$ cat src/rtl/hex_display_driver_pkg.sv
// Shared constants and FSM encoding for the HCMS hex display driver.
package hex_display_driver_pkg;

    localparam int NUM_CHARS     = 16;
    localparam int COLS_PER_CHAR = 5;
    localparam int BITS_PER_COL  = 8;
    localparam int DOT_BITS      = NUM_CHARS * COLS_PER_CHAR * BITS_PER_COL;
    localparam int LATCH_TICKS   = 2;

    typedef enum logic [2:0] {
        S_RESET      = 3'd0,
        S_CTRL_LOAD  = 3'd1,
        S_CTRL_LATCH = 3'd2,
        S_DOT_LOAD   = 3'd3,
        S_DOT_LATCH  = 3'd4
    } state_e;

endpackage

$ cat src/rtl/hex_display_driver_if.sv
// Display-side bundle: hex word in, serial display pins and frame pulse out.
interface hex_display_driver_if;
    import hex_display_driver_pkg::*;

    logic [63:0] hex_data;
    logic        disp_blank;
    logic        disp_clock;
    logic        disp_rs;
    logic        disp_ce_b;
    logic        disp_reset_b;
    logic        disp_data_out;
    logic        frame_done;
    state_e      dbg_state;

    // The display samples disp_data_out on rising disp_clock while disp_ce_b is low;
    // the rising edge of disp_ce_b latches the shifted word.
    modport master (
        input  hex_data,
        output disp_blank, disp_clock, disp_rs, disp_ce_b,
        output disp_reset_b, disp_data_out, frame_done, dbg_state
    );

    modport slave (
        output hex_data,
        input  disp_blank, disp_clock, disp_rs, disp_ce_b,
        input  disp_reset_b, disp_data_out, frame_done, dbg_state
    );

endinterface

$ cat src/rtl/hex_display_driver_font_rom.sv
// 5x7 hex glyph ROM: one 8-bit column byte per (nibble, column), bit 7 unused.
module hex_font_rom (
    input  logic [3:0] i_nibble,
    input  logic [2:0] i_col,
    output logic [7:0] o_byte
);

    logic [39:0] w_glyph;

    // Column 0 occupies the top byte of each glyph word.
    always_comb begin
        w_glyph = 40'h00_00_00_00_00;
        case (i_nibble)
            4'h0: w_glyph = 40'h3E_51_49_45_3E;
            4'h1: w_glyph = 40'h00_42_7F_40_00;
            4'h2: w_glyph = 40'h42_61_51_49_46;
            4'h3: w_glyph = 40'h21_41_45_4B_31;
            4'h4: w_glyph = 40'h18_14_12_7F_10;
            4'h5: w_glyph = 40'h27_45_45_45_39;
            4'h6: w_glyph = 40'h3C_4A_49_49_30;
            4'h7: w_glyph = 40'h01_71_09_05_03;
            4'h8: w_glyph = 40'h36_49_49_49_36;
            4'h9: w_glyph = 40'h06_49_49_29_1E;
            4'hA: w_glyph = 40'h7E_11_11_11_7E;
            4'hB: w_glyph = 40'h7F_49_49_49_36;
            4'hC: w_glyph = 40'h3E_41_41_41_22;
            4'hD: w_glyph = 40'h7F_41_41_22_1C;
            4'hE: w_glyph = 40'h7F_49_49_49_41;
            4'hF: w_glyph = 40'h7F_09_09_09_01;
            default: w_glyph = 40'h00_00_00_00_00;
        endcase
    end

    always_comb begin
        o_byte = 8'h00;
        case (i_col)
            3'd0:    o_byte = w_glyph[39:32];
            3'd1:    o_byte = w_glyph[31:24];
            3'd2:    o_byte = w_glyph[23:16];
            3'd3:    o_byte = w_glyph[15:8];
            3'd4:    o_byte = w_glyph[7:0];
            default: o_byte = 8'h00;
        endcase
    end

endmodule

$ cat src/rtl/hex_display_driver.sv
// Continuously refreshes a 16-character HCMS display from a 64-bit hex word:
// display reset, one control-word load, then endless 640-bit dot frames.
module hex_display_driver
    import hex_display_driver_pkg::*;
#(
    parameter int          CLK_DIV     = 14,
    parameter int          RESET_TICKS = 4,
    parameter logic [7:0]  CTRL_WORD   = 8'h7F
) (
    input  logic                 clk,
    input  logic                 reset,
    hex_display_driver_if.master bus
);

    localparam int          DIV_W      = $clog2(CLK_DIV);
    localparam logic [15:0] RESET_LAST = 16'(RESET_TICKS - 1);
    localparam logic [15:0] LATCH_LAST = 16'(LATCH_TICKS - 1);
    localparam logic [9:0]  DOT_LAST   = 10'(DOT_BITS - 1);
    localparam logic [2:0]  COL_LAST   = 3'(COLS_PER_CHAR - 1);
    localparam logic [2:0]  BIT_FIRST  = 3'(BITS_PER_COL - 1);
    localparam logic [3:0]  CHAR_FIRST = 4'(NUM_CHARS - 1);

    logic [DIV_W-1:0] r_div;
    state_e           r_state, w_state_nx;
    logic [15:0]      r_tick_cnt, w_tick_cnt_nx;
    logic [9:0]       r_bit_cnt, w_bit_cnt_nx;
    logic [3:0]       r_char, w_char_nx;
    logic [2:0]       r_col, w_col_nx;
    logic [2:0]       r_bit, w_bit_nx;
    logic [63:0]      r_snap, w_snap_nx;
    logic             r_blank, w_blank_nx;
    logic             r_clock, w_clock_nx;
    logic             r_rs, w_rs_nx;
    logic             r_ce_b, w_ce_b_nx;
    logic             r_reset_b, w_reset_b_nx;
    logic             r_data, w_data_nx;
    logic             r_frame_done, w_frame_done_nx;

    logic             w_tick;
    logic             w_dot_entry;
    logic [2:0]       w_adv_bit, w_adv_col;
    logic [3:0]       w_adv_char;
    logic [3:0]       w_font_nibble;
    logic [2:0]       w_font_col, w_font_bit;
    logic [7:0]       w_font_byte;

    assign w_tick = (r_div == DIV_W'(CLK_DIV - 1));

    // Leaving either latch state starts a dot frame; the first bit comes from the
    // live word, which is the same value being captured into the snapshot.
    assign w_dot_entry = w_tick && (r_tick_cnt == LATCH_LAST) &&
                         ((r_state == S_CTRL_LATCH) || (r_state == S_DOT_LATCH));

    // Position of the next bit: bit 7..0 within column 0..4 within char 15..0.
    assign w_adv_bit  = (r_bit == 3'd0) ? BIT_FIRST : (r_bit - 3'd1);
    assign w_adv_col  = (r_bit != 3'd0) ? r_col :
                        ((r_col == COL_LAST) ? 3'd0 : (r_col + 3'd1));
    assign w_adv_char = ((r_bit == 3'd0) && (r_col == COL_LAST)) ? (r_char - 4'd1) : r_char;

    assign w_font_nibble = w_dot_entry ? bus.hex_data[63:60] : r_snap[{w_adv_char, 2'b00} +: 4];
    assign w_font_col    = w_dot_entry ? 3'd0 : w_adv_col;
    assign w_font_bit    = w_dot_entry ? BIT_FIRST : w_adv_bit;

    hex_font_rom u_font_rom (
        .i_nibble (w_font_nibble),
        .i_col    (w_font_col),
        .o_byte   (w_font_byte)
    );

    always_comb begin
        w_state_nx      = r_state;
        w_tick_cnt_nx   = r_tick_cnt;
        w_bit_cnt_nx    = r_bit_cnt;
        w_char_nx       = r_char;
        w_col_nx        = r_col;
        w_bit_nx        = r_bit;
        w_snap_nx       = r_snap;
        w_blank_nx      = r_blank;
        w_clock_nx      = r_clock;
        w_rs_nx         = r_rs;
        w_ce_b_nx       = r_ce_b;
        w_reset_b_nx    = r_reset_b;
        w_data_nx       = r_data;
        w_frame_done_nx = 1'b0;

        if (w_tick) begin
            case (r_state)
                S_RESET: begin
                    if (r_tick_cnt == RESET_LAST) begin
                        w_state_nx    = S_CTRL_LOAD;
                        w_tick_cnt_nx = 16'd0;
                        w_bit_nx      = BIT_FIRST;
                        w_rs_nx       = 1'b1;
                        w_ce_b_nx     = 1'b0;
                        w_reset_b_nx  = 1'b1;
                        w_blank_nx    = 1'b0;
                        w_data_nx     = CTRL_WORD[7];
                    end else begin
                        w_tick_cnt_nx = r_tick_cnt + 16'd1;
                    end
                end

                S_CTRL_LOAD: begin
                    if (!r_clock) begin
                        w_clock_nx = 1'b1;
                    end else begin
                        w_clock_nx = 1'b0;
                        if (r_bit == 3'd0) begin
                            w_state_nx    = S_CTRL_LATCH;
                            w_tick_cnt_nx = 16'd0;
                            w_ce_b_nx     = 1'b1;
                            w_data_nx     = 1'b0;
                        end else begin
                            w_bit_nx  = w_adv_bit;
                            w_data_nx = CTRL_WORD[w_adv_bit];
                        end
                    end
                end

                S_CTRL_LATCH, S_DOT_LATCH: begin
                    if (r_tick_cnt == LATCH_LAST) begin
                        w_state_nx      = S_DOT_LOAD;
                        w_tick_cnt_nx   = 16'd0;
                        w_bit_cnt_nx    = 10'd0;
                        w_char_nx       = CHAR_FIRST;
                        w_col_nx        = 3'd0;
                        w_bit_nx        = BIT_FIRST;
                        w_snap_nx       = bus.hex_data;
                        w_rs_nx         = 1'b0;
                        w_ce_b_nx       = 1'b0;
                        w_data_nx       = w_font_byte[w_font_bit];
                        w_frame_done_nx = (r_state == S_DOT_LATCH);
                    end else begin
                        w_tick_cnt_nx = r_tick_cnt + 16'd1;
                    end
                end

                S_DOT_LOAD: begin
                    if (!r_clock) begin
                        w_clock_nx = 1'b1;
                    end else begin
                        w_clock_nx = 1'b0;
                        if (r_bit_cnt == DOT_LAST) begin
                            w_state_nx    = S_DOT_LATCH;
                            w_tick_cnt_nx = 16'd0;
                            w_ce_b_nx     = 1'b1;
                            w_data_nx     = 1'b0;
                        end else begin
                            w_bit_cnt_nx = r_bit_cnt + 10'd1;
                            w_char_nx    = w_adv_char;
                            w_col_nx     = w_adv_col;
                            w_bit_nx     = w_adv_bit;
                            w_data_nx    = w_font_byte[w_font_bit];
                        end
                    end
                end

                default: begin
                    w_state_nx    = S_RESET;
                    w_tick_cnt_nx = 16'd0;
                end
            endcase
        end
    end

    always_ff @(posedge clk) begin
        if (reset) begin
            r_div        <= '0;
            r_state      <= S_RESET;
            r_tick_cnt   <= 16'd0;
            r_bit_cnt    <= 10'd0;
            r_char       <= CHAR_FIRST;
            r_col        <= 3'd0;
            r_bit        <= BIT_FIRST;
            r_snap       <= 64'd0;
            r_blank      <= 1'b1;
            r_clock      <= 1'b0;
            r_rs         <= 1'b0;
            r_ce_b       <= 1'b1;
            r_reset_b    <= 1'b0;
            r_data       <= 1'b0;
            r_frame_done <= 1'b0;
        end else begin
            r_div        <= w_tick ? '0 : (r_div + DIV_W'(1));
            r_state      <= w_state_nx;
            r_tick_cnt   <= w_tick_cnt_nx;
            r_bit_cnt    <= w_bit_cnt_nx;
            r_char       <= w_char_nx;
            r_col        <= w_col_nx;
            r_bit        <= w_bit_nx;
            r_snap       <= w_snap_nx;
            r_blank      <= w_blank_nx;
            r_clock      <= w_clock_nx;
            r_rs         <= w_rs_nx;
            r_ce_b       <= w_ce_b_nx;
            r_reset_b    <= w_reset_b_nx;
            r_data       <= w_data_nx;
            r_frame_done <= w_frame_done_nx;
        end
    end

    assign bus.disp_blank    = r_blank;
    assign bus.disp_clock    = r_clock;
    assign bus.disp_rs       = r_rs;
    assign bus.disp_ce_b     = r_ce_b;
    assign bus.disp_reset_b  = r_reset_b;
    assign bus.disp_data_out = r_data;
    assign bus.frame_done    = r_frame_done;
    assign bus.dbg_state     = r_state;

endmodule

$ cat src/flat_wrapper.sv
// flat-port wrapper written by rule: the top's interface ports become plain ports
module hex_display_driver_flat import hex_display_driver_pkg::*;
#(
    parameter int          CLK_DIV     = 14,
    parameter int          RESET_TICKS = 4,
    parameter logic [7:0]  CTRL_WORD   = 8'h7F
)
  (clk, reset, bus_hex_data, bus_disp_blank, bus_disp_clock, bus_disp_rs, bus_disp_ce_b, bus_disp_reset_b, bus_disp_data_out, bus_frame_done, bus_dbg_state);
  hex_display_driver_if bus_i ();
  input  logic clk;
  input  logic reset;
  input wire logic [$bits(bus_i.hex_data)-1:0] bus_hex_data;
  output wire logic [$bits(bus_i.disp_blank)-1:0] bus_disp_blank;
  output wire logic [$bits(bus_i.disp_clock)-1:0] bus_disp_clock;
  output wire logic [$bits(bus_i.disp_rs)-1:0] bus_disp_rs;
  output wire logic [$bits(bus_i.disp_ce_b)-1:0] bus_disp_ce_b;
  output wire logic [$bits(bus_i.disp_reset_b)-1:0] bus_disp_reset_b;
  output wire logic [$bits(bus_i.disp_data_out)-1:0] bus_disp_data_out;
  output wire logic [$bits(bus_i.frame_done)-1:0] bus_frame_done;
  output wire logic [$bits(bus_i.dbg_state)-1:0] bus_dbg_state;
  assign bus_i.hex_data = bus_hex_data;
  assign bus_disp_blank = bus_i.disp_blank;
  assign bus_disp_clock = bus_i.disp_clock;
  assign bus_disp_rs = bus_i.disp_rs;
  assign bus_disp_ce_b = bus_i.disp_ce_b;
  assign bus_disp_reset_b = bus_i.disp_reset_b;
  assign bus_disp_data_out = bus_i.disp_data_out;
  assign bus_frame_done = bus_i.frame_done;
  assign bus_dbg_state = bus_i.dbg_state;
  hex_display_driver #(.CLK_DIV(CLK_DIV), .RESET_TICKS(RESET_TICKS), .CTRL_WORD(CTRL_WORD)) u_core (.clk(clk), .reset(reset), .bus(bus_i));
endmodule
$ cat config.mk
export PLATFORM = sky130hd
export DESIGN_NAME = hex_display_driver_flat
export DESIGN_NICKNAME = d
export VERILOG_FILES = /design/src/rtl/hex_display_driver_pkg.sv /design/src/rtl/hex_display_driver_if.sv /design/src/rtl/hex_display_driver_font_rom.sv /design/src/rtl/hex_display_driver.sv /design/src/flat_wrapper.sv
export SDC_FILE = /design/constraint.sdc
export NUM_CORES = 1
export LEC_CHECK = 0
export ABC_AREA = 1
export ABC_CLOCK_PERIOD_IN_PS = 4450
export CAP_MARGIN = 5
export CORE_ASPECT_RATIO = 1.2
export CORE_MARGIN = 3
export CORE_UTILIZATION = 25
export DETAILED_ROUTE_END_ITERATION = 7
export DONT_BUFFER_PORTS = 1
export GPL_TIMING_DRIVEN = 0
export HOLD_SLACK_MARGIN = 0.1
export PLACE_DENSITY = 0.42
export REMOVE_ABC_BUFFERS = 1
export SETUP_SLACK_MARGIN = 0.15
export SLEW_MARGIN = 20
export SYNTH_ARGS = -nofsm -noshare
export SYNTH_HDL_FRONTEND = slang
export SYNTH_HIERARCHICAL = 1
export SYNTH_SLANG_ARGS = --single-unit
$ cat constraint.sdc
create_clock -name clk -period 4.45 [get_ports clk]
set_input_delay 0.89 -clock clk [delete_from_list [all_inputs] [get_ports clk]]
set_output_delay 0.89 -clock clk [all_outputs]
set_load 0.01 [all_outputs]
# After elaboration in Yosys (flattened, before gate mapping)
# Memory sizes are Yosys's and may differ from the RTL's.
# Index checks and enable logic that the tools add are counted.
# classes
mux,60
reduce_logical,25
eq_ne,21
n_lt_le_gt_ge,2
shift,1
add_sub_neg,6
n_bitwise,3
# ops
operator,n
16-bit 2-to-1 mux,6
16-bit one-hot mux with 4 select lines,1
64-bit by 7-bit indexed part select with 4-bit output,1
3-bit 2-to-1 mux,20
8-bit one-hot mux with 5 select lines,1
10-bit 2-to-1 mux,3
3-bit one-hot mux with 4 select lines,2
4-bit 2-to-1 mux,5
10-bit one-hot mux with 2 select lines,1
16-bit by 1-bit adder with 16-bit output (second input constant),1
16-bit by 1-bit equality test with 1-bit output (second input constant),1
16-bit by 2-bit equality test with 1-bit output (second input constant),1
8-bit AND reduction,2
1-bit 2-to-1 mux,15
3-bit by 2-bit equality test with 1-bit output (second input constant),4
2-bit by 1-bit != test with 1-bit output (second input constant),6
10-bit by 1-bit adder with 10-bit output (second input constant),1
10-bit equality test (second input constant),1
5-bit AND reduction,2
3-bit equality test (second input constant),3
3-bit logical NOT,3
3-bit by 4-bit less-than comparator with 1-bit output (second input constant),2
1-bit one-hot mux with 4 select lines,2
4-bit one-hot mux with 2 select lines,1
other kinds (23),33
# word_totals
ff_bits,114
in_bits,66
elab_cells,135
output_inout_bits,10
rom_bits,568
memories,2
# memory_table
memory,words,word_bits,rd,rd_clocked_by_memory_dff,write_ports,line_no,text
(no name shown),16,35,1,0,0,hex_display_driver_font_rom.sv:13,case (i_nibble)
(no name shown),8,1,1,0,0,hex_display_driver.sv:115,w_data_nx = CTRL_WORD[w_adv_bit];

# Logic depth before layout (Yosys ltp)
# Gate-level depths: netlist of run 1.
# An unclocked memory read counts as a cell.
# logic_depth
depth_word,12
depth_mapped,38
mapped_depth_nobuf,36

# By module
# The synthesis of run 1 kept the hierarchy.
# modules_own_cells
module,n_inst,cells_per_inst,area_per_inst_um2,seq_area_each_um2
hex_display_driver,1,791,5681.7,2282.2
hex_font_rom,1,192,897.1,0.0

# Worst setup path before layout of run 1
# No wires, ideal clock.
# synth_path
kind,reg2reg
start,reg u_core.r_bit[0]
end,"reg u_core.r_data, in the netlist u_core/bus.disp_data_out"
setup_slack_ns,1.087
synth_period_minus_slack_ns,3.363
required_time_ns,4.380
setup_time_ns,0.070
t_arrival_ns,3.292
path_stages_with_launch,38
path_buffers,2
cell_sequence,dfxtp_1 -> inv_1 -> ha_1 -> inv_1 -> nor2_4 -> inv_4 -> nor2_8 -> inv_4 -> nand2_4 -> nand2_4 -> buf_6 -> buf_6 -> nand2_1 -> o211ai_2 -> o211ai_1 -> nand3_1 -> nand2_1 -> nand2_1 -> [2 not listed] -> ha_1 -> nand2_1 -> nand2_1 -> nand2_1 -> nand3_1 -> nand2_1 -> inv_1 -> nand2_1 -> inv_1 -> nor2_1 -> nor2_1 -> nand2_1 -> nand2_1 -> nand2_1 -> nand3_1 -> nand2_1 -> nand2_1 -> a21oi_1
# synth_between
elab_chain_cells,12
elab_cells_between_ends,28
classes_between,1 x add/sub; 4 x eq/ne; 1 x shift; 16 x mux; 4 x reduce/logical; 2 x memory
# synth_lines
item,line_no,text
start: declaration,hex_display_driver.sv:29,"logic [2:0] r_bit, w_bit_nx;"
start signal: assignment,hex_display_driver.sv:190,r_bit <= w_bit_nx;
3-bit logical NOT *,hex_display_driver.sv:58,assign w_adv_char = ((r_bit == 3'd0) && (r_col == COL_LAST)) ? (r_char - 4'd1) : r_char;
1-bit logical AND *,hex_display_driver.sv:58,
4-bit 2-to-1 mux *,hex_display_driver.sv:58,
64-bit by 7-bit indexed part select with 4-bit output *,hex_display_driver.sv:60,"assign w_font_nibble = w_dot_entry ? bus.hex_data[63:60] : r_snap[{w_adv_char, 2'b00} +: 4];"
4-bit 2-to-1 mux *,hex_display_driver.sv:60,
named net u_core.w_font_nibble[1],hex_display_driver.sv:43,logic [3:0] w_font_nibble;
memory 16 x 35 bit *,--,
8-bit one-hot mux with 5 select lines *,hex_display_driver_font_rom.sv:36,case (i_col)
named net u_core.w_font_byte[4],hex_display_driver.sv:45,logic [7:0] w_font_byte;
1-bit binary-select mux with 3-bit select *,"hex_display_driver.sv:131, hex_display_driver.sv:153",
1-bit 2-to-1 mux (implied by the code) *,"hex_display_driver.sv:131, hex_display_driver.sv:153",
1-bit 2-to-1 mux,hex_display_driver.sv:143,if (r_bit_cnt == DOT_LAST) begin
1-bit 2-to-1 mux,hex_display_driver.sv:139,if (!r_clock) begin
1-bit one-hot mux with 4 select lines *,hex_display_driver.sv:87,case (r_state)
end signal: assignment,hex_display_driver.sv:197,r_data <= w_data_nx;
end: declaration,hex_display_driver.sv:36,"logic r_data, w_data_nx;"
# The timed path passes the listed nets; every way through them passes the cells marked *. The select of a mux whose other input is x is not followed.
# A chain may end at the register's enable or synchronous reset.

# Worst setup path in the final report of run 1
# layout_path
start,reg u_core.r_bit[1]
end,"reg u_core.r_data, in the netlist u_core/bus.disp_data_out"
# The elaborated chain is that of the path after synthesis.

==> results of run 1 <==
==> placed cells by master, fill, tap and decap left out, types with 5 or more instances in the layout <==
cell type / count
nand2_1: 194
nor2_1: 165
dfxtp_1: 114
o21ai_0: 95
inv_1: 89
nand3_1: 56
a21oi_1: 48
o211ai_1: 28
o21ai_1: 19
ha_1: 18
clkbuf_16: 17
buf_4: 17
nor3_1: 14
o211ai_2: 10
inv_2: 9
nand2_2: 9
inv_4: 7
nand2_4: 6
nor2_2: 6
nand2_8: 5
nor2_4: 5
xor2_1: 5
==> flip-flops by register name (all words and copies together) (netlist names), 3 cells and up <==
signal / cells
u_core/r_tick_cnt: 16
u_core/r_bit: 3
u_core/r_snap: 64
u_core/bus.dbg_state: 3
u_core/r_char: 4
u_core/r_bit_cnt: 10
u_core/r_col: 3
u_core/r_div: 4
==> power breakdown <==
part	internal, W	switching (W)	total [W]
clock network	0.000963	0.000494	0.00146
registers	0.00102	0.00000206	0.00103
logic	0.00000639	0.0000181	0.0000245
total	0.00199	0.000514	0.00251
==> tightest hold or removal path, cell delays in order (launching register included) <==
cell and delay, ps:
dfxtp_1 290, inv_1 60, a21oi_1 50
==> per-layer routing <==
layer,vias to the layer above,wire (µm)
met4,0,351
met5,-,0
li1,3216,-
met2,115,9670
met3,22,668
met1,2854,9440
==> metrics by stage <==
stage	TNS, ps	power (W)	util	setup slack, ps	area (µm²)
after global placement	-1020	0.00107	0.263	-1020	6760
after global routing	0	0.00260	0.303	151	7790
final	0	0.00251	0.303	583	7790
after CTS	0	0.00254	0.294	170	7550
after detailed placement	-468	0.00107	0.265	-468	6820
after floorplan	0	0.00106	-	788	6350
==> repair_timing <==
item | CTS | global route
setup endpoints to repair | 1 | 1
buffers inserted | 6 | 13
cloned | 1 | 3
gates resized for setup | 9 | 31
pin swaps | 2 | 7
==> cells by family (layout without fill, tap and decap cells) <==
family          Yosys count  after routing
simple gates            471            475
compound gates          216            216
buf+inv                 152            162
flops                   114            114
fa+ha+maj                20             20
xor+xnor                  9              9
other cells               1              1
==> worst min path at each step <==
stage	startpoint	endpoint	slack, ps	cells past startpoint
6_report	u_core/r_snap[0]	u_core/r_snap[0]	450	2
5_1_grt	u_core/r_snap[18]	u_core/r_snap[18]	470	2
4_1_cts	u_core/r_snap[1]	u_core/r_snap[1]	460	2
3_5_place_dp	u_core/r_snap[60]	u_core/r_snap[60]	450	2
3_3_place_gp	u_core/r_snap[63]	u_core/r_snap[63]	440	2
2_1_floorplan	u_core/r_snap[60]	u_core/r_snap[60]	430	2
==> layout make-up <==
type | count | area, µm²
fillers | 2818 | 17900
repair buffers | 21 | 199
multi-input cells | 721 | 3830
inverters | 109 | 450
flip-flops and latches | 114 | 2280
clock buffers | 22 | 464
clock inverters | 10 | 156
well taps | 330 | 413
==> reports/metrics.csv, run 1 <==
stage,metric,value,unit
run_status,status,completed,
timing,setup_viol,0,
logic_synthesis,synth_cell_types,46,
route,routed_wl,20100,µm
grt,grt_pass1_wl,31900,µm
floorplan,num_rows,64,
setup_path,cpMostUsedCell,nand2_1,
timing,worst_pin_slew,720,ps
floorplan,die_w,154,µm
logic_synthesis,synthAdderAreaFrac,0.0380,
setup_path,worst_ep_required_time,4800,ps
logic_synthesis,ys_warn_count,6,
timing,finalHoldViolations,0,
grt,grt_util_met3,0.0247,
logic_synthesis,syn_inst,983,
timing,finalCritPeriodShare,0.869,
grt,grt_pass1_vias,5997,
floorplan,num_io_pins,76,
timing,holdWs,454,ps
placement,port_buffers,0,
route,wl_per_cell,15.2,µm
route,ant_nets,0,
floorplan,die-area,28300,µm²
run,maxCapViolations,0,
floorplan,die_h,184,µm
route,vias_per_cell,4.68,
power,power_density,322,nW/µm²
logic_synthesis,synth_simple_gate_area_share,0.307,
timing,min_period,3870,ps
power,max-vdd-ir-drop,213,µV
finish,antenna_cells,0,
setup_path,crit_family,simple AND/OR/NAND/NOR gates,
setup_path,critical_path_buf_inv_count,9,
logic_synthesis,ys_seq_area_frac,0.347,
logic_synthesis,netlist_area,6580,µm²
route,drc,0,
logic_synthesis,synth_compound_area_frac,0.194,
logic_synthesis,avgSynthCellArea,6.69,µm²
timing,slew_headroom,0.520,
logic_synthesis,yosysTopAreaCellShare,0.347,
logic_synthesis,synth_commonest_cells,"203 x nand2_1, 166 x nor2_1, 114 x dfxtp_1",
cts,cts_sinks,114,
cts,htree_levels,4,
power,leakagePower,3.27,nW
logic_synthesis,synth_top_family_by_area,simple AND/OR/NAND/NOR gates,
finish,finalNonFillerCells,1327,
placement,place_congestion,0.822,
cts,clockBufferDepth,2,
logic_synthesis,synth_mux_area_frac,0,
setup_path,rrSetupSlack,580,ps
cts,ctsRootBufferMaster,clkbuf_16,
cts,insertion_delay,420,ps
route,first_iter_violations,372,
setup_path,cp_data_arrival_time,4220,ps
setup_path,cp-startpoint,u_core/r_bit[1],
setup_path,endpoint,u_core/bus.disp_data_out,
setup_path,critPathKind,reg -> reg,
logic_synthesis,ys_ff_latch,114,
grt,grt-ovfl-total,0,
floorplan,initial_core_util,0.256,
hold_path,hp-class,reg -> reg,
finish,fin_nets,1070,
setup_path,r2r-end,u_core/bus.disp_data_out,
grt,grt_usage,0.142,
setup_path,slowest_stage,dfxtp_1,
floorplan,core,25700,µm²
grt,grt_busiest_layer,met2,
placement,placed_cells,1272,
route,dr.pass1.iters,5,
grt,grt_max_degree,76,
timing,drv_slew,0,
setup_path,cpPeakStageDelay,300,ps
timing,worst_clock_skew,9.76,ps
logic_synthesis,yosys.area.top_type,dfxtp_1,
route,via_count,6207,
setup_path,r2r_start,u_core/r_bit[1],
setup_path,cp-start-kind,flop,
cts,tritoncts,done,
logic_synthesis,async_flop_share,0,
logic_synthesis,synthTopCellsByArea,"dfxtp_1 35%, nand2_1 12%, nor2_1 9.5%, o21ai_0 7.2%, inv_1 5.3%",
setup_path,r2r_cells,34,
setup_path,endpoint_kind,flop,
logic_synthesis,synth_xor_area_frac,0.0148,
logic_synthesis,synth_edf_count,0,
setup_path,cp_num_cells,34,
timing,rsz0062_at_grt,false,
placement,hpwlAfterDp,13200,µm
grt,use_met1,0.184,
cts,clk_pin_slew,60,ps
grt,grt.met2_usage,0.237,
cts,cts_inserted_buffers,17,
timing,max_freq,259,MHz
logic_synthesis,ys.flop_type,dfxtp_1,
grt,antenna_found_initial,0,
finish,area_growth,18.5,%
cts,cts_hold_buf,0,
finish,final_layout_size_suffix_gt1_frac,0.125,
setup_path,cp_max_fo,24,
logic_synthesis,yosys.cell_count.top_type,nand2_1,
Note: power is estimated with default switching activity, not from simulation.
==> run 2: changes to the inputs <==
--- a/config.mk
+++ b/config.mk
@@ -7,7 +7,6 @@
 export LEC_CHECK = 0
 export ABC_AREA = 1
 export ABC_CLOCK_PERIOD_IN_PS = 4450
-export CAP_MARGIN = 5
 export CORE_ASPECT_RATIO = 1.2
 export CORE_MARGIN = 3
 export CORE_UTILIZATION = 25
@@ -23,3 +22,4 @@
 export SYNTH_HDL_FRONTEND = slang
 export SYNTH_HIERARCHICAL = 1
 export SYNTH_SLANG_ARGS = --single-unit
+export TNS_END_PERCENT = 20
==> results of run 2 <==
Same layout as run 1: the final DEF is identical, and so are final timing and power.
==> run 3: changes to the inputs <==
--- a/config.mk
+++ b/config.mk
@@ -7,11 +7,12 @@
 export LEC_CHECK = 0
 export ABC_AREA = 1
 export ABC_CLOCK_PERIOD_IN_PS = 4450
-export CORE_ASPECT_RATIO = 1.2
+export CORE_ASPECT_RATIO = 2
 export CORE_MARGIN = 3
 export CORE_UTILIZATION = 25
 export DETAILED_ROUTE_END_ITERATION = 7
 export DONT_BUFFER_PORTS = 1
+export GPL_ROUTABILITY_DRIVEN = 0
 export GPL_TIMING_DRIVEN = 0
 export HOLD_SLACK_MARGIN = 0.1
 export PLACE_DENSITY = 0.42
==> run 3 against run 2 <==
Compared with the run above:
- first-iteration DRC count down 30%
- maximum frequency down 2.0%
- largest power group unchanged
- clock skew is 2.4 ps lower
- cell area grew 0.47%
- critical path type unchanged
==> reports/metrics.csv, run 3 (same netlist as run 1, synthesis figures left out) <==
stage,metric,value,unit,change
timing,worst_slack,505,ps,-77.6 ps
finish,final_area,7830,µm²,+0.47%
finish,fillCellCount,2913,,+3.4%
floorplan,core,25800,µm²,+0.19%
timing,worst_pin_slew,733,ps,+13.3 ps
route,vias_per_cell,4.73,,+1.2%
setup_path,cp_num_cells,31,,-8.8%
route,ant_nets,0,,unchanged
finish,mostFrequentLayoutCell,nand2_1,,
floorplan,num_io_pins,76,,unchanged
setup_path,endpoint_kind,flop,,
hold_path,min_from,u_core/r_snap[51],,
cts,insertion_delay,420,ps,about the same
finish,finalNonFillerCells,1341,,+1.1%
timing,min_period,3940,ps,+77.6 ps
setup_path,cpPeakStageDelay,300,ps,about the same
floorplan,initial_core_util,0.255,,-0.000497
timing,setup_viol,0,,unchanged
cts,cts_inserted_buffers,17,,unchanged
hold_path,hold_depth,2,,unchanged
route,wl_per_cell,15.8,µm,+4.1%
setup_path,crit_family,simple AND/OR/NAND/NOR gates,,
finish,area_growth,19.0,%,
power,max-vdd-ir-drop,245,µV,+15%
finish,regMostFlops,u_core/r_snap,,
run_status,status,completed,,
setup_path,rrSetupSlack,510,ps,-80 ps
setup_path,r2r_start,u_core/r_bit[1],,
setup_path,cpMostUsedCell,nand2_1,,
cts,ctsRootBufferMaster,clkbuf_16,,
cts,cts_sinks,114,,unchanged
grt,grt-ovfl-total,0,,unchanged
cts,htree_levels,4,,unchanged
route,first_iter_violations,262,,-30%
grt,grt_pass1_wl,32600,µm,+2.1%
setup_path,worst_ep_required_time,4810,ps,about the same
finish,final_layout_size_suffix_gt1_frac,0.133,,+0.00749
finish,largest_reg_flops,64,,unchanged
finish,top_regs,"u_core/r_snap: 64 flops, u_core/r_tick_cnt: 16 flops, u_core/r_bit_cnt: 10 flops",,
route,routed_wl,21200,µm,+5.2%
floorplan,die-area,28400,µm²,+0.39%
floorplan,die_h,235,µm,+28%
power,switching_power,0.000534,W,+3.9%
hold_path,hold_end,u_core/r_snap[51],,
grt,antenna_found_initial,0,,unchanged
setup_path,cp_data_arrival_time,4300,ps,+80 ps
placement,placed_cell_area,6840,µm²,+0.18%
setup_path,critPathKind,reg -> reg,,
route,dr.pass1.iters,5,,unchanged
power,leakagePower,3.27,nW,+0.17%
timing,max_freq,253,MHz,-2.0%
placement,hpwlAfterDp,14500,µm,+10%
grt,grt_pass1_vias,6226,,+3.8%
run,maxCapViolations,0,,unchanged
timing,drv_slew,0,,unchanged
power,power_density,304,nW/µm²,-5.5%
power,pwr-share-seq,0.431,,+0.022
placement,port_buffers,0,,unchanged
route,via_count,6346,,+2.2%
cts,clockBufferDepth,2,,unchanged
timing,finalHoldViolations,0,,unchanged
floorplan,num_rows,83,,+30%
finish,antenna_cells,0,,unchanged
floorplan,die_w,121,µm,-22%
finish,fin_nets,1075,,+0.47%
timing,rsz0062_at_grt,false,,
placement,placed_cells,1282,,+0.79%
timing,finalCritPeriodShare,0.886,,+0.0174
setup_path,r2r_cells,31,,-8.8%
cts,clk_pin_slew,60,ps,about the same
grt,grt_usage,0.146,,+0.00408
setup_path,cp-start-kind,flop,,
power,clkPwrFrac,0.559,,-0.022
route,drc,0,,unchanged
setup_path,slowest_stage,dfxtp_1,,
finish,final_cell_mix,"194 x nand2_1, 166 x nor2_1, 114 x dfxtp_1",,
cts,tritoncts,done,,
power,netSwitchingFraction,0.224,,+0.0194
power,p_int,0.00185,W,-7.4%
hold_path,hp-class,reg -> reg,,
timing,worst_clock_skew,7.32,ps,-2.44 ps
power,p_comb_frac,0.010,,about the same
timing,slew_headroom,0.511,,-0.00890
placement,place_ws,-588,ps,-120 ps
timing,holdWs,454,ps,-0.340 ps
grt,grt_max_degree,76,,unchanged
setup_path,cp_max_fo,13,,-46%
setup_path,r2r-end,u_core/bus.disp_data_out,,
setup_path,critical_path_buf_inv_count,8,,-1
run 3: cell types whose count changed in the layout (fill, tap and decap cells not counted), sizes merged:
cell | previous run | this run
clkinvlp | 2 | 5
clkinv | 6 | 11
bufinv | 4 | 2
buf | 21 | 24
clkbuf | 22 | 18
inv | 107 | 106
run 3: worst reg2reg max path, delay by kind of cell, from the launching register on:
| family | cells | cell delay [ps] |
|---|---|---|
| and+or+nand+nor | 17 | 1660 |
| buffers and inverters | 8 | 940 |
| adders and majority gates | 2 | 430 |
| DFF | 1 | 300 |
| AOI/OAI and AO/OA | 4 | 550 |
run 3: metrics by stage:
step	setup TNS (ps)	utilization	total power (W)
global placement	-1170	0.263	0.00107
floorplan	0	-	0.00106
global route	0	0.304	0.00247
detailed placement	-588	0.265	0.00107
CTS	0	0.291	0.00242
finish	0	0.304	0.00238
run 3: what timing repair did:
action,CTS,global route
setup endpoints to repair,1,1
hold buffers,0,0
pin swaps,2,11
cloned,1,5
buffers inserted,3,19
gates resized for setup,14,22
run 3: final cells by class:
class                           instances  area, µm²  area share
Clock inverter                         14        143      0.0182
Timing Repair Buffer                   25        255      0.0326
Timing Repair inverter                  1       8.76     0.00112
Clock buffer                           17        425      0.0543
Multi-Input combinational cell        721       3840       0.490
Sequential cell                       114       2280       0.291
Inverter                              109        454      0.0580
Tap cell                              340        425      0.0543
run 3: routing by layer:
layer / global-route usage / share of wire / up-vias
met2: 0.270 / 0.55 / 130
met4: 0.0739 / 0.041 / 0
li1: - / - / 3214
met1: 0.153 / 0.37 / 2964
met5: 0 / 0 / -
met3: 0.0289 / 0.031 / 38
run 3: worst max path at each step:
stage                          from                        to  slack (ps)
CTS                 u_core/r_bit[0]  u_core/bus.disp_data_out         190
detailed placement  u_core/r_bit[0]  u_core/bus.disp_data_out        -590
global route        u_core/r_col[0]  u_core/bus.disp_data_out         160
finish              u_core/r_bit[1]  u_core/bus.disp_data_out         510
floorplan           u_core/r_div[0]  u_core/bus.disp_data_out         790
global placement    u_core/r_div[0]  u_core/bus.disp_data_out       -1170
run 3: power by group through the flow:
| stage | clock network, W | registers [W] | logic [W] |
|---|---|---|---|
| floorplan | 0 | 0.00105 | 0.0000173 |
| global placement | 0 | 0.00105 | 0.0000262 |
| detailed placement | 0 | 0.00105 | 0.0000255 |
| CTS | 0.00137 | 0.00103 | 0.0000254 |
| global route | 0.00141 | 0.00103 | 0.0000288 |
| finish | 0.00133 | 0.00103 | 0.0000249 |
